## src/rtl/openip_weighted_rr_arbiter_if.sv

```systemverilog
// Handshake bundle between WIDTH requesters, the weighted round-robin arbiter
// and its single downstream channel.
interface openip_weighted_rr_arbiter_if #(
  parameter int WIDTH    = 4,
  parameter int WEIGHT_W = 4
);
  localparam int IDX_W = $clog2(WIDTH);

  logic [WIDTH-1:0]          req_valid;
  logic [WIDTH-1:0]          req_last;
  logic [WIDTH-1:0]          req_ready;
  logic [WIDTH*WEIGHT_W-1:0] weight;
  logic [WIDTH-1:0]          grant;
  logic [IDX_W-1:0]          grant_idx;
  logic                      out_valid;
  logic                      out_last;
  logic                      out_ready;

  modport master (
    output req_valid, req_last, weight, out_ready,
    input  req_ready, grant, grant_idx, out_valid, out_last
  );

  modport slave (
    input  req_valid, req_last, weight, out_ready,
    output req_ready, grant, grant_idx, out_valid, out_last
  );
endinterface

```

## src/rtl/openip_weighted_rr_arbiter.sv

```systemverilog
// Packet-locking weighted round-robin arbiter; define OPENIP_WRR_WEIGHT_EN for
// per-requester weights, otherwise plain round-robin with packet locking.
//
// state  | meaning
// IDLE   | no packet in flight; grant is the combinational pick
// LOCKED | multi-beat packet in flight; grant held at owner until its last beat
module openip_weighted_rr_arbiter #(
  parameter int WIDTH    = 4,
  parameter int WEIGHT_W = 4
) (
  input logic                        clk,
  input logic                        rst,
  openip_weighted_rr_arbiter_if.slave bus
);
  localparam int IDX_W = $clog2(WIDTH);
  localparam logic [WIDTH-1:0] ONE = {{(WIDTH-1){1'b0}}, 1'b1};

  if (WIDTH < 2) begin : g_width_check
    $error("openip_weighted_rr_arbiter needs WIDTH >= 2");
  end

  typedef enum logic {ST_IDLE, ST_LOCKED} state_t;

  state_t           state_q, state_d;
  logic [WIDTH-1:0] owner_q, owner_d;
  logic [WIDTH-1:0] last_grant_q, last_grant_d;
  logic [WIDTH-1:0] above, masked, lowest_masked, lowest_all, pick;
  logic [WIDTH-1:0] grant_c;
  logic [IDX_W-1:0] grant_idx_c;
  logic             hold;
  logic             out_valid_c, out_last_c, complete;

`ifdef OPENIP_WRR_WEIGHT_EN
  localparam logic [WEIGHT_W-1:0] ONE_W = {{(WEIGHT_W-1){1'b0}}, 1'b1};

  logic [WEIGHT_W-1:0] credit_q, credit_d;
  logic [WEIGHT_W-1:0] weight_sel;

  assign hold = (|(bus.req_valid & last_grant_q)) && (credit_q != '0);

  always_comb begin
    weight_sel = '0;
    for (int i = 0; i < WIDTH; i++) begin
      if (grant_c[i]) weight_sel = bus.weight[i*WEIGHT_W +: WEIGHT_W];
    end
  end
`else
  logic unused_weight;

  assign hold          = 1'b0;
  assign unused_weight = ^bus.weight;
`endif

  // Bits strictly above the one-hot last_grant; empty when last_grant is 0,
  // which makes the fallback (lowest valid overall) the unmasked pick.
  assign above         = ~(last_grant_q | (last_grant_q - ONE));
  assign masked        = bus.req_valid & above;
  assign lowest_masked = masked & (~masked + ONE);
  assign lowest_all    = bus.req_valid & (~bus.req_valid + ONE);

  always_comb begin
    if (hold)           pick = last_grant_q;
    else if (|masked)   pick = lowest_masked;
    else                pick = lowest_all;
  end

  always_comb begin
    if (rst)                      grant_c = '0;
    else if (state_q == ST_IDLE)  grant_c = pick;
    else                          grant_c = owner_q;
  end

  always_comb begin
    grant_idx_c = '0;
    for (int i = 0; i < WIDTH; i++) begin
      if (grant_c[i]) grant_idx_c = i[IDX_W-1:0];
    end
  end

  assign out_valid_c = |(bus.req_valid & grant_c);
  assign out_last_c  = |(bus.req_last & grant_c);
  assign complete    = out_valid_c & bus.out_ready & out_last_c;

  assign bus.grant     = grant_c;
  assign bus.grant_idx = grant_idx_c;
  assign bus.req_ready = grant_c & {WIDTH{bus.out_ready}};
  assign bus.out_valid = out_valid_c;
  assign bus.out_last  = out_last_c;

  always_comb begin
    state_d      = state_q;
    owner_d      = owner_q;
    last_grant_d = last_grant_q;
`ifdef OPENIP_WRR_WEIGHT_EN
    credit_d     = credit_q;
`endif
    case (state_q)
      ST_IDLE: begin
        if ((grant_c != '0) && !complete) begin
          owner_d = grant_c;
          state_d = ST_LOCKED;
        end
      end
      ST_LOCKED: begin
        if (complete) begin
          owner_d = '0;
          state_d = ST_IDLE;
        end
      end
      default: state_d = ST_IDLE;
    endcase

    if (complete) begin
      last_grant_d = grant_c;
`ifdef OPENIP_WRR_WEIGHT_EN
      // Repeat winner spends a credit; a new winner loads weight-1 (weight 0 acts as 1).
      if (grant_c == last_grant_q)
        credit_d = (credit_q == '0) ? '0 : credit_q - ONE_W;
      else
        credit_d = (weight_sel == '0) ? '0 : weight_sel - ONE_W;
`endif
    end
  end

  always_ff @(posedge clk) begin
    if (rst) begin
      state_q      <= ST_IDLE;
      owner_q      <= '0;
      last_grant_q <= '0;
`ifdef OPENIP_WRR_WEIGHT_EN
      credit_q     <= '0;
`endif
    end else begin
      state_q      <= state_d;
      owner_q      <= owner_d;
      last_grant_q <= last_grant_d;
`ifdef OPENIP_WRR_WEIGHT_EN
      credit_q     <= credit_d;
`endif
    end
  end
endmodule

```

## src/flat_wrapper.sv

```systemverilog
// flat-port wrapper written by rule: the top's interface ports become plain ports
module openip_weighted_rr_arbiter_flat 
#(
  parameter int WIDTH    = 4,
  parameter int WEIGHT_W = 4
)
  (clk, rst, bus_req_valid, bus_req_last, bus_weight, bus_out_ready, bus_req_ready, bus_grant, bus_grant_idx, bus_out_valid, bus_out_last);
  openip_weighted_rr_arbiter_if #(.WIDTH(WIDTH), .WEIGHT_W(WEIGHT_W)) bus_i ();
  input logic clk;
  input logic rst;
  input wire logic [$bits(bus_i.req_valid)-1:0] bus_req_valid;
  input wire logic [$bits(bus_i.req_last)-1:0] bus_req_last;
  input wire logic [$bits(bus_i.weight)-1:0] bus_weight;
  input wire logic [$bits(bus_i.out_ready)-1:0] bus_out_ready;
  output wire logic [$bits(bus_i.req_ready)-1:0] bus_req_ready;
  output wire logic [$bits(bus_i.grant)-1:0] bus_grant;
  output wire logic [$bits(bus_i.grant_idx)-1:0] bus_grant_idx;
  output wire logic [$bits(bus_i.out_valid)-1:0] bus_out_valid;
  output wire logic [$bits(bus_i.out_last)-1:0] bus_out_last;
  assign bus_i.req_valid = bus_req_valid;
  assign bus_i.req_last = bus_req_last;
  assign bus_i.weight = bus_weight;
  assign bus_i.out_ready = bus_out_ready;
  assign bus_req_ready = bus_i.req_ready;
  assign bus_grant = bus_i.grant;
  assign bus_grant_idx = bus_i.grant_idx;
  assign bus_out_valid = bus_i.out_valid;
  assign bus_out_last = bus_i.out_last;
  openip_weighted_rr_arbiter #(.WIDTH(WIDTH), .WEIGHT_W(WEIGHT_W)) u_core (.clk(clk), .rst(rst), .bus(bus_i));
endmodule
```

## config.mk

```make
export PLATFORM = sky130hd
export DESIGN_NAME = openip_weighted_rr_arbiter_flat
export DESIGN_NICKNAME = d
export VERILOG_FILES = /design/src/rtl/openip_weighted_rr_arbiter_if.sv /design/src/rtl/openip_weighted_rr_arbiter.sv /design/src/flat_wrapper.sv
export SDC_FILE = /design/constraint.sdc
export NUM_CORES = 1
export LEC_CHECK = 0
export BUFFER_PORTS_ARGS = -buffer_cell sky130_fd_sc_hd__buf_4
export CORE_MARGIN = 1.5
export CORE_UTILIZATION = 46
export DETAILED_ROUTE_END_ITERATION = 6
export GPL_TIMING_DRIVEN = 0
export HOLD_SLACK_MARGIN = 0.12
export PLACE_DENSITY = 0.82
export RECOVER_POWER = 25
export SYNTH_ARGS = -nofsm -noshare
export SYNTH_HDL_FRONTEND = slang
export SYNTH_SLANG_ARGS = --single-unit
```

## constraint.sdc

```tcl
create_clock -name clk -period 5.68 [get_ports clk]
set_input_delay 0.568 -clock clk [delete_from_list [all_inputs] [get_ports clk]]
set_output_delay 0.568 -clock clk [all_outputs]
set_load 0.005 [all_outputs]
```

==> reports/qor.txt, run 1 <==
Result of the run: finished, final reports clean
Core region area: 1490 sq um
DRC Markers: 0
First-pass iteration count of the detailed router: 5
Overflow left after global routing: 0
Power Density: 203 nW/um^2
Final-report setup violation count: 0
Layout cell share with drive strength beyond 1: 27.6%
Largest net degree at the start of global routing: 11
Path type of the worst setup path: primary input to flop
I/O Pins: 39
Sum of negative setup slack: 0 ps
Clock period minus final worst setup slack: 3030 ps
Via-to-Cell Ratio: 6.25
CTS Root Cell: sky130_fd_sc_hd__clkbuf_4
CP Data Arrival Time: 3170 ps
Chip Height: 42.5 microns
Final nets: 144
Final clock period utilization by the worst path: 53.3%
Kind of end point of the critical path: flop
Synthesis-to-finish area growth: 27.0%
Start of the worst register-to-register path: u_core.last_grant_q[1]
Die area: 1810 sq um
Overall via count from detail_route: 825
IO buf count: 22
Final instance area: 912 sq um
Number of cells produced by synthesis: 90
Post-detailed-route wirelength per cell: 14.2 microns
Detailed placer's ending HPWL: 1450 microns
Distinct cells, synth: 41
Total Wirelength: 1870 microns
Average footprint of a synthesized cell: 7.98 sq um
First-pass GRT wire length: 3090 microns
Kind of launch point of the worst setup path: primary input
Count of final max-slew check failures: 0
Number of post-CTS setup repair buffers: 0
Clock skew: 6.31 ps
Launching instance or port of the critical path: bus_req_valid[2]
Async SR Flop Fraction: 0%
Number of H-tree levels: 1
Highest clock frequency the design can meet: 0.330 GHz
Post-CTS clock slew at the launch and capture registers of the worst setup and hold paths: 60 ps
Worst IR Drop VDD: 0.147 mV
Floorplan die width: 42.5 microns
Antenna violations before repair: 0
Sequential area share after synthesis: 25.1%
Summed instance area of the synthesized netlist: 718 sq um
Total of hold buffers inserted after clock tree synthesis: 0
Warnings, synthesis: 0
CP Data Required Time: 5820 ps
Most used flip-flop cell after synthesis: sky130_fd_sc_hd__dfxtp_1
Slew at the pin with the worst max-slew slack: 1220 ps
Starting Density: 48.2%
Residual antenna-violating net count after detailed routing: 0
Hold Startpoint: u_core.owner_q[2]
Count of flip-flops with a built-in enable after synthesis: 0
Synthesis-stage register bit count: 9
Final weighted congestion in routability-driven placement: 0.921
Instance area at placement: 903 sq um
Total track usage: 22.5%
Antenna diode count: 0
Number of hold-slack violations in the final timing report: 0
Detailed Route Iter0 Violations: 42
Class of the most critical hold timing path: flop to flop
Critical path fanouts, max: 10
Most common library cell in the layout ignoring fill and taps: sky130_fd_sc_hd__buf_4
Synthesized Nets: 117
Headroom to the max-slew limit: 18.5%
CTS tree: yes
Post-cts gate resize count: 0
Pleak: 0.429 nW
Total of max-cap violations: 0
Most used cells in the layout excluding fill and tap cells: sky130_fd_sc_hd__buf_4, sky130_fd_sc_hd__nor2_1, sky130_fd_sc_hd__dfxtp_1
Via count of the first global-routing pass: 708
Clock sinks: 9
Number of buffers added by the clock tree synthesis step: 3
Setup repair after global routing missed its margin: no
Max Root-Sink Buffers: 2
Total number of placement rows: 14
Source-to-sink clock delay at the later pin of the worst-skew pair: 260 ps
cell usage after synthesis (3+ instances only):
master	number	area [sq um]
sky130_fd_sc_hd__nor2_1	14	52.6
sky130_fd_sc_hd__inv_1	5	18.8
sky130_fd_sc_hd__and2_1	3	18.8
sky130_fd_sc_hd__dfxtp_1	9	180
sky130_fd_sc_hd__a21oi_1	5	25.0
sky130_fd_sc_hd__nor3_1	3	15.0
sky130_fd_sc_hd__o22a_1	3	26.3
sky130_fd_sc_hd__o21bai_1	3	22.5
sky130_fd_sc_hd__nand2b_1	4	25.0
critical path, cell delays in order:
cell	delay, ps
sky130_fd_sc_hd__clkbuf_1	200
sky130_fd_sc_hd__and2b_1	210
sky130_fd_sc_hd__a32oi_1	60
sky130_fd_sc_hd__o32ai_1	990
sky130_fd_sc_hd__a221oi_2	210
sky130_fd_sc_hd__a211oi_2	430
sky130_fd_sc_hd__buf_4	260
sky130_fd_sc_hd__mux2i_1	190
sky130_fd_sc_hd__nor2_1	50
metrics by stage:
| stage | total power [W] | utilization, % | hold WS [ps] | std cells | setup WS [ps] |
|---|---|---|---|---|---|
| floorplan | 0.000111 | - | 449 | 90 | 3240 |
| global placement | 0.000136 | 60.7 | 469 | 128 | 2840 |
| detailed placement | 0.000137 | 60.7 | 492 | 128 | 2840 |
| CTS | 0.000186 | 62.4 | 502 | 132 | 3030 |
| global route | 0.000197 | 61.3 | 529 | 132 | 2450 |
| finish | 0.000185 | 61.3 | 500 | 132 | 2650 |
worst paths after layout:
check / to / slack (ps) / depth (start not counted)
setup / recovery: u_core.last_grant_q[0] / 2650 / 9
hold / removal: u_core.owner_q[2] / 500 / 2
setup reg to reg: u_core.last_grant_q[0] / 2770 / 8
hold reg to reg: u_core.owner_q[2] / 500 / 2
where the power goes:
part	internal (W)	switching [W]	leakage, nW
clock network	0.0000271	0.0000224	0.0150
registers	0.0000674	0.00000388	0.0733
logic	0.0000306	0.0000335	0.341
cells by family after synthesis:
group / count (synthesis) / share of synthesized area (%)
AOI/OAI and AO/OA: 32 / 38.9
buffers and inverters: 10 / 6.27
muxes: 1 / 1.39
DFF: 9 / 25.1
and+or+nand+nor: 38 / 28.4
per-layer routing:
layer	up-vias	wire length [microns]	part of all wire, %	track usage [%]
met5	-	0	0	0
met4	0	25	1.3	8.75
met3	4	122	6.5	3.88
met2	26	914	49	35.7
met1	408	807	43	30.1
li1	387	-	-	-
sequential cells by signal (all words and copies together) (netlist names):
signal	flops
u_core.state_q	1
u_core.owner_q	4
u_core.last_grant_q	4
area by class of cell:
class                   count  area, sq um
well taps                  16         20.0
repair buffers             22          161
inverters                   7         26.3
plain buffers               3         18.8
fillers                   133          577
multi-input cells          71          479
clock buffers               4         26.3
flip-flops and latches      9          180
No activity file was read; power rests on OpenSTA's default activity.
==> run 2, diff against run 1 <==
--- a/config.mk
+++ b/config.mk
@@ -7,11 +7,11 @@
 export LEC_CHECK = 0
 export BUFFER_PORTS_ARGS = -buffer_cell sky130_fd_sc_hd__buf_4
 export CORE_MARGIN = 1.5
-export CORE_UTILIZATION = 46
+export CORE_UTILIZATION = 43
 export DETAILED_ROUTE_END_ITERATION = 6
 export GPL_TIMING_DRIVEN = 0
 export HOLD_SLACK_MARGIN = 0.12
-export PLACE_DENSITY = 0.82
+export PLACE_DENSITY = 0.77
 export RECOVER_POWER = 25
 export SYNTH_ARGS = -nofsm -noshare
 export SYNTH_HDL_FRONTEND = slang
==> constraint.sdc (replaced) <==
create_clock -name clk -period 3.06 [get_ports clk]
set_input_delay 0.306 -clock clk [delete_from_list [all_inputs] [get_ports clk]]
set_output_delay 0.306 -clock clk [all_outputs]
set_load 0.005 [all_outputs]
==> run 2 against run 1 <==
Net effect: total power rose by 88%; via count decreased by 5.8%; utilization is 1.4 points lower; routed wire length up 4.5%; clock power is 89% higher; cell count unchanged; critical path depth unchanged; flip-flop and latch count is the same; global-route usage grew 0.34 points; die area rose by 6.5%.
==> reports/qor.txt, run 2 (synthesis gave the netlist of run 1 again) <==
Result of the run: finished, final reports clean
Proportion of total power due to net switching: 32.8%
Post-cts gate resize count: 0
First-pass iteration count of the detailed router: 4
Power Density: 376 nW/um^2
Number of hold-slack violations in the final timing report: 0
Synthesis-to-finish area growth: 28.6%
Number of H-tree levels: 1
Clock period minus final worst setup slack: 2600 ps
Number of post-CTS setup repair buffers: 0
Start of the worst register-to-register path: u_core.last_grant_q[2]
Total of hold buffers inserted after clock tree synthesis: 0
Source-to-sink clock delay at the later pin of the worst-skew pair: 270 ps
Fillers: 151
Kind of launch point of the worst setup path: flop
Power, Total: 0.000347 W
Antenna diode count: 0
Chip Height: 43.9 microns
Pleak: 0.433 nW
Most used cells in the layout excluding fill and tap cells: sky130_fd_sc_hd__buf_4, sky130_fd_sc_hd__nor2_1, sky130_fd_sc_hd__dfxtp_1
Max Root-Sink Buffers: 2
Total track usage: 22.8%
Kind of end point of the critical path: flop
Critical path fanouts, max: 10
Worst path top cell family by delay: compound AO/OA/AOI/OAI gates
Antenna violations before repair: 0
Die area: 1920 sq um
CP Data Arrival Time: 2740 ps
Cells along the critical path: and2b_1, o22ai_1, nor3b_1, o211a_2, o21ai_1, a211oi_2, buf_4, mux2i_1, nor2_1
Setup repair after global routing missed its margin: no
Sum of negative setup slack: 0 ps
Overall via count from detail_route: 777
Path type of the worst setup path: flop to flop
Worst path buffer plus inverter count: 1
Cell internal power dissipation: 0.000233 W
Slew at the pin with the worst max-slew slack: 753 ps
Total number of placement rows: 14
Comb power frac: 35.0%
Hold Startpoint: u_core.last_grant_q[2]
Pre-CTS setup slack: 475 ps
Number of buffers added by the clock tree synthesis step: 3
Total of max-cap violations: 0
Residual antenna-violating net count after detailed routing: 0
Launching instance or port of the critical path: u_core.last_grant_q[2]
Final instance area: 923 sq um
Final nets: 144
Setup slack on the worst flop-to-flop path: 460 ps
Class of the most critical hold timing path: flop to flop
Worst reg2reg path depth: 9
Post-detailed-route wirelength per cell: 14.8 microns
CTS tree: yes
Detailed Route Iter0 Violations: 38
Final clock period utilization by the worst path: 84.9%
I/O Pins: 39
Detailed placer's ending HPWL: 1500 microns
CP Data Required Time: 3200 ps
Layout cell share with drive strength beyond 1: 29.3%
Starting Density: 46.6%
Clock skew: 1.18 ps
Final-report setup violation count: 0
Via count of the first global-routing pass: 738
Headroom to the max-slew limit: 49.8%
Clock network fraction of total power: 27.0%
Post-route worst setup slack: 463 ps
Share of total power in sequential cells: 38.0%
Worst IR Drop VDD: 0.229 mV
Final weighted congestion in routability-driven placement: 0.885
Total Wirelength: 1950 microns
IO buf count: 22
Critical path destination: u_core.last_grant_q[0]
Delay of the slowest cell on the worst path: 430 ps
Clock sinks: 9
Highest clock frequency the design can meet: 0.385 GHz
Instance area at placement: 903 sq um
Cell count along the critical path: 9
Largest net degree at the start of global routing: 11
Most common library cell in the layout ignoring fill and taps: sky130_fd_sc_hd__buf_4
Floorplan die width: 43.9 microns
CTS Root Cell: sky130_fd_sc_hd__clkbuf_4
Core region area: 1540 sq um
Switching power: 0.000114 W
Via-to-Cell Ratio: 5.89
Overflow left after global routing: 0
Slowest library cell on the worst path: sky130_fd_sc_hd__a211oi_2
Post-CTS clock slew at the launch and capture registers of the worst setup and hold paths: 60 ps
First-pass GRT wire length: 3220 microns
Registers with the most flip-flops: u_core.last_grant_q: 4 flops, u_core.owner_q: 4 flops, u_core.state_q: 1 flops
DRC Markers: 0
Count of final max-slew check failures: 0
Reg-to-Reg End: u_core.last_grant_q[0]
## run 2: cell counts in the layout (fill, tap and decap cells not counted)
No cell type changed its count.
## run 2: worst min-delay path by stage
stage	endpoint	cells after the start
3_3_place_gp	u_core.last_grant_q[3]	1
4_1_cts	u_core.last_grant_q[2]	1
6_report	u_core.last_grant_q[2]	1
2_1_floorplan	u_core.last_grant_q[3]	1
3_5_place_dp	u_core.last_grant_q[2]	1
5_1_grt	u_core.owner_q[2]	2
## run 2: layout make-up
type                            instances  area [sq um]  share of cell area (%)
Clock buffer                            4          26.3                    2.85
Buffer                                  3          18.8                    2.03
Sequential cell                         9           180                    19.5
Timing Repair Buffer                   22           165                    17.9
Tap cell                               16          20.0                    2.17
Inverter                                7          26.3                    2.85
Multi-Input combinational cell         71           487                    52.7
## run 2: worst reg2reg max path: stages, from the launching register on
cell	delay (ps)
sky130_fd_sc_hd__dfxtp_1	340
sky130_fd_sc_hd__and2b_1	210
sky130_fd_sc_hd__o22ai_1	250
sky130_fd_sc_hd__nor3b_1	330
sky130_fd_sc_hd__o211a_2	300
sky130_fd_sc_hd__o21ai_1	110
sky130_fd_sc_hd__a211oi_2	430
sky130_fd_sc_hd__buf_4	260
sky130_fd_sc_hd__mux2i_1	190
sky130_fd_sc_hd__nor2_1	50
## run 2: per-stage QoR
stage                     cells  utilization [%]  hold WS (ps)
after floorplan              90                -           449
after global placement      128             58.6           475
after detailed placement    128             58.6           495
after CTS                   132             60.3           510
after global routing        132             59.9           530
final                       132             59.9           510
## run 2: power groups by stage
stage	combinational [W]	clock, W	sequential [W]
2_1_floorplan	0.0000748	0	0.000132
3_3_place_gp	0.000119	0	0.000134
3_5_place_dp	0.000121	0	0.000134
4_1_cts	0.000122	0.0000980	0.000132
5_1_grt	0.000133	0.000103	0.000133
6_report	0.000121	0.0000937	0.000132
## run 2: routing by layer
layer	track usage, %	wire length, microns	part of all wire (%)	vias to the layer above
met5	0	0	0	-
met4	15.2	61	3.1	0
met3	3.33	156	8.0	7
met2	33.8	909	47	37
met1	30.4	825	42	346
li1	-	-	-	387
==> run 3, diff against run 2 <==
--- a/config.mk
+++ b/config.mk
@@ -5,13 +5,14 @@
 export SDC_FILE = /design/constraint.sdc
 export NUM_CORES = 1
 export LEC_CHECK = 0
+export ABC_AREA = 1
 export BUFFER_PORTS_ARGS = -buffer_cell sky130_fd_sc_hd__buf_4
 export CORE_MARGIN = 1.5
-export CORE_UTILIZATION = 43
+export CORE_UTILIZATION = 38
 export DETAILED_ROUTE_END_ITERATION = 6
 export GPL_TIMING_DRIVEN = 0
 export HOLD_SLACK_MARGIN = 0.12
-export PLACE_DENSITY = 0.77
+export PLACE_DENSITY = 0.74
 export RECOVER_POWER = 25
 export SYNTH_ARGS = -nofsm -noshare
 export SYNTH_HDL_FRONTEND = slang
==> constraint.sdc (replaced) <==
create_clock -name clk -period 2.15 [get_ports clk]
set_input_delay 0.215 -clock clk [delete_from_list [all_inputs] [get_ports clk]]
set_output_delay 0.215 -clock clk [all_outputs]
set_load 0.005 [all_outputs]
==> run 3 against run 2 <==
Net effect: worst setup slack got worse by 280 ps; total power increased to 2.8 times the previous value; routed wire length decreased by 10%; clock power increased by 46%; die area increased by 5.8%; sequential power increased by 80%; via count decreased by 0.51%; hold slack got worse by 290 ps; sequential share of layout area increased by 0.68 points.
==> reports/qor.txt, run 3 <==
Top cell type's share of synthesized area: 26.7%
Overflow left after global routing: 0
Core region area: 1690 sq um
Final clock period utilization by the worst path: 91.3%
Floorplan die width: 45.1 microns
Post-CTS clock slew at the launch and capture registers of the worst setup and hold paths: 70 ps
Count of final max-slew check failures: 0
CTS Root Cell: sky130_fd_sc_hd__clkbuf_4
Critical path fanouts, max: 4
Sum of negative setup slack: 0 ps
Post-synth top cells: sky130_fd_sc_hd__nand2_1, sky130_fd_sc_hd__nor2_1, sky130_fd_sc_hd__inv_1
Result of the run: finished, final reports clean
Distinct cells, synth: 21
Summed instance area of the synthesized netlist: 674 sq um
Power Density: 1080 nW/um^2
Fillers: 187
CP Data Required Time: 1930 ps
Post-detailed-route wirelength per cell: 11.5 microns
Most used cells in the layout excluding fill and tap cells: sky130_fd_sc_hd__nand2_1, sky130_fd_sc_hd__nor2_1, sky130_fd_sc_hd__buf_4
Setup repair after global routing missed its margin: no
Detailed Route Iter0 Violations: 16
Pre-CTS setup slack: 330 ps
CTS tree: yes
Count of flip-flops with a built-in enable after synthesis: 0
Number of H-tree levels: 1
Biggest area contributors in the synthesized netlist: sky130_fd_sc_hd__dfxtp_1, sky130_fd_sc_hd__nand2_1, sky130_fd_sc_hd__nor2_1
Total Wirelength: 1750 microns
Total number of placement rows: 15
Dominant cell by count in the synthesized netlist: sky130_fd_sc_hd__nand2_1
Sequential area share after synthesis: 26.7%
Highest clock frequency the design can meet: 0.509 GHz
Cell taking the most area after synthesis: sky130_fd_sc_hd__dfxtp_1
CP Data Arrival Time: 1750 ps
Kind of launch point of the worst setup path: flop
Clock period minus final worst setup slack: 1960 ps
Max Root-Sink Buffers: 2
Async SR Flop Fraction: 0%
Most common library cell in the layout ignoring fill and taps: sky130_fd_sc_hd__nand2_1
Final instance area: 892 sq um
Via-to-Cell Ratio: 5.09
Post-route worst setup slack: 186 ps
Slew at the pin with the worst max-slew slack: 283 ps
Total of hold buffers inserted after clock tree synthesis: 0
Final-report setup violation count: 0
Layout cell share with drive strength beyond 1: 35.6%
Headroom to the max-slew limit: 81.1%
Via count of the first global-routing pass: 636
IO buf count: 21
I/O Pins: 39
Number of cells produced by synthesis: 109
Residual antenna-violating net count after detailed routing: 0
Total of max-cap violations: 0
Number of standard cells in the final layout excluding fillers: 152
Kind of end point of the critical path: primary output
Cell count after placement: 147
Synthesis-stage register bit count: 9
Number of hold-slack violations in the final timing report: 0
Largest net degree at the start of global routing: 9
Die area: 2040 sq um
Overall via count from detail_route: 773
Starting Density: 39.9%
Path type of the worst setup path: flop to primary output
Most used flip-flop cell after synthesis: sky130_fd_sc_hd__dfxtp_1
Total track usage: 17.9%
Synthesis-to-finish area growth: 32.3%
Detailed placer's ending HPWL: 1410 microns
Source-to-sink clock delay at the later pin of the worst-skew pair: 270 ps
First-pass iteration count of the detailed router: 4
Number of buffers added by the clock tree synthesis step: 3
DRC Markers: 0
Chip Height: 45.1 microns
Warnings, synthesis: 0
Worst IR Drop VDD: 0.599 mV
Antenna diode count: 0
Clock sinks: 9
Registers with the most flip-flops: u_core.last_grant_q: 4 flops, u_core.owner_q: 4 flops, u_core.state_q: 1 flops
Synthesized Nets: 136
Final weighted congestion in routability-driven placement: 0.822
Clock skew: 15.6 ps
Average footprint of a synthesized cell: 6.19 sq um
Final nets: 163
First-pass GRT wire length: 2680 microns
Class of the most critical hold timing path: primary input to flop
Antenna violations before repair: 0
Pleak: 0.468 nW
Instance area at placement: 853 sq um
==> run 3: changes by cell type after synthesis, sizes merged, moves of 4 or more <==
cell,change
nor2,+6
nand2,+29
nand4,+4
nand3,+11
nand2b,-4
inv,+10
==> run 3: where the power goes <==
group	switching, W	internal, W	total [W]
registers	0.0000331	0.000204	0.000237
logic	0.000348	0.000246	0.000594
clock network	0.0000650	0.0000716	0.000137
==> run 3: layout make-up <==
cell class                 count  area [sq um]  area share (%)
buffer                         1          5.00           0.561
clock buffer                   4          26.3            2.95
inverter                      18          68.8            7.71
multi-input combinational     81           425            47.7
sequential                     9           180            20.2
tap                           17          21.3            2.38
timing repair buffer          22           165            18.5
==> run 3: repair_timing <==
action,in CTS,in global routing
gates resized for setup,0,4
buffers inserted,0,1
setup endpoints to repair,0,2
==> run 3: stage by stage <==
stage	hold slack, ps	utilization (%)	power (W)
5_1_grt	248	52.8	0.00105
2_1_floorplan	429	-	0.000610
4_1_cts	234	52.1	0.000949
6_report	225	52.8	0.000967
3_3_place_gp	479	50.5	0.000805
3_5_place_dp	477	50.5	0.000818
==> run 3: final timing paths <==
kind	from	end	slack (ps)	depth (start not counted)
max	u_core.last_grant_q[1]	bus_grant_idx[0]	190	10
min	rst	u_core.owner_q[1]	220	2
max reg2reg	u_core.last_grant_q[0]	u_core.owner_q[3]	300	16
min reg2reg	u_core.last_grant_q[2]	u_core.last_grant_q[2]	490	2
==> run 3: logic make-up after synthesis <==
logic type	synth area share, %
AOI/OAI and AO/OA	13.4
DFF	26.7
buffers and inverters	10.9
and+or+nand+nor	49.0
==> run 3: per-layer routing <==
layer / global-route usage, % / vias up / part of all wire (%)
met3: 2.80 / 2 / 3.5
met4: 7.06 / 0 / 1.1
met2: 25.4 / 22 / 46
met5: 0 / - / 0
li1: - / 400 / -
met1: 26.6 / 349 / 49
==> run 3: critical path: stages, from the launching register on <==
cell	delay, ps
sky130_fd_sc_hd__dfxtp_1	310
sky130_fd_sc_hd__inv_1	100
sky130_fd_sc_hd__nand2_1	80
sky130_fd_sc_hd__nand2_2	90
sky130_fd_sc_hd__nand2_1	60
sky130_fd_sc_hd__o211ai_1	250
sky130_fd_sc_hd__nand2_1	130
sky130_fd_sc_hd__a21oi_2	180
sky130_fd_sc_hd__inv_2	80
sky130_fd_sc_hd__o21ai_2	110
sky130_fd_sc_hd__buf_4	120
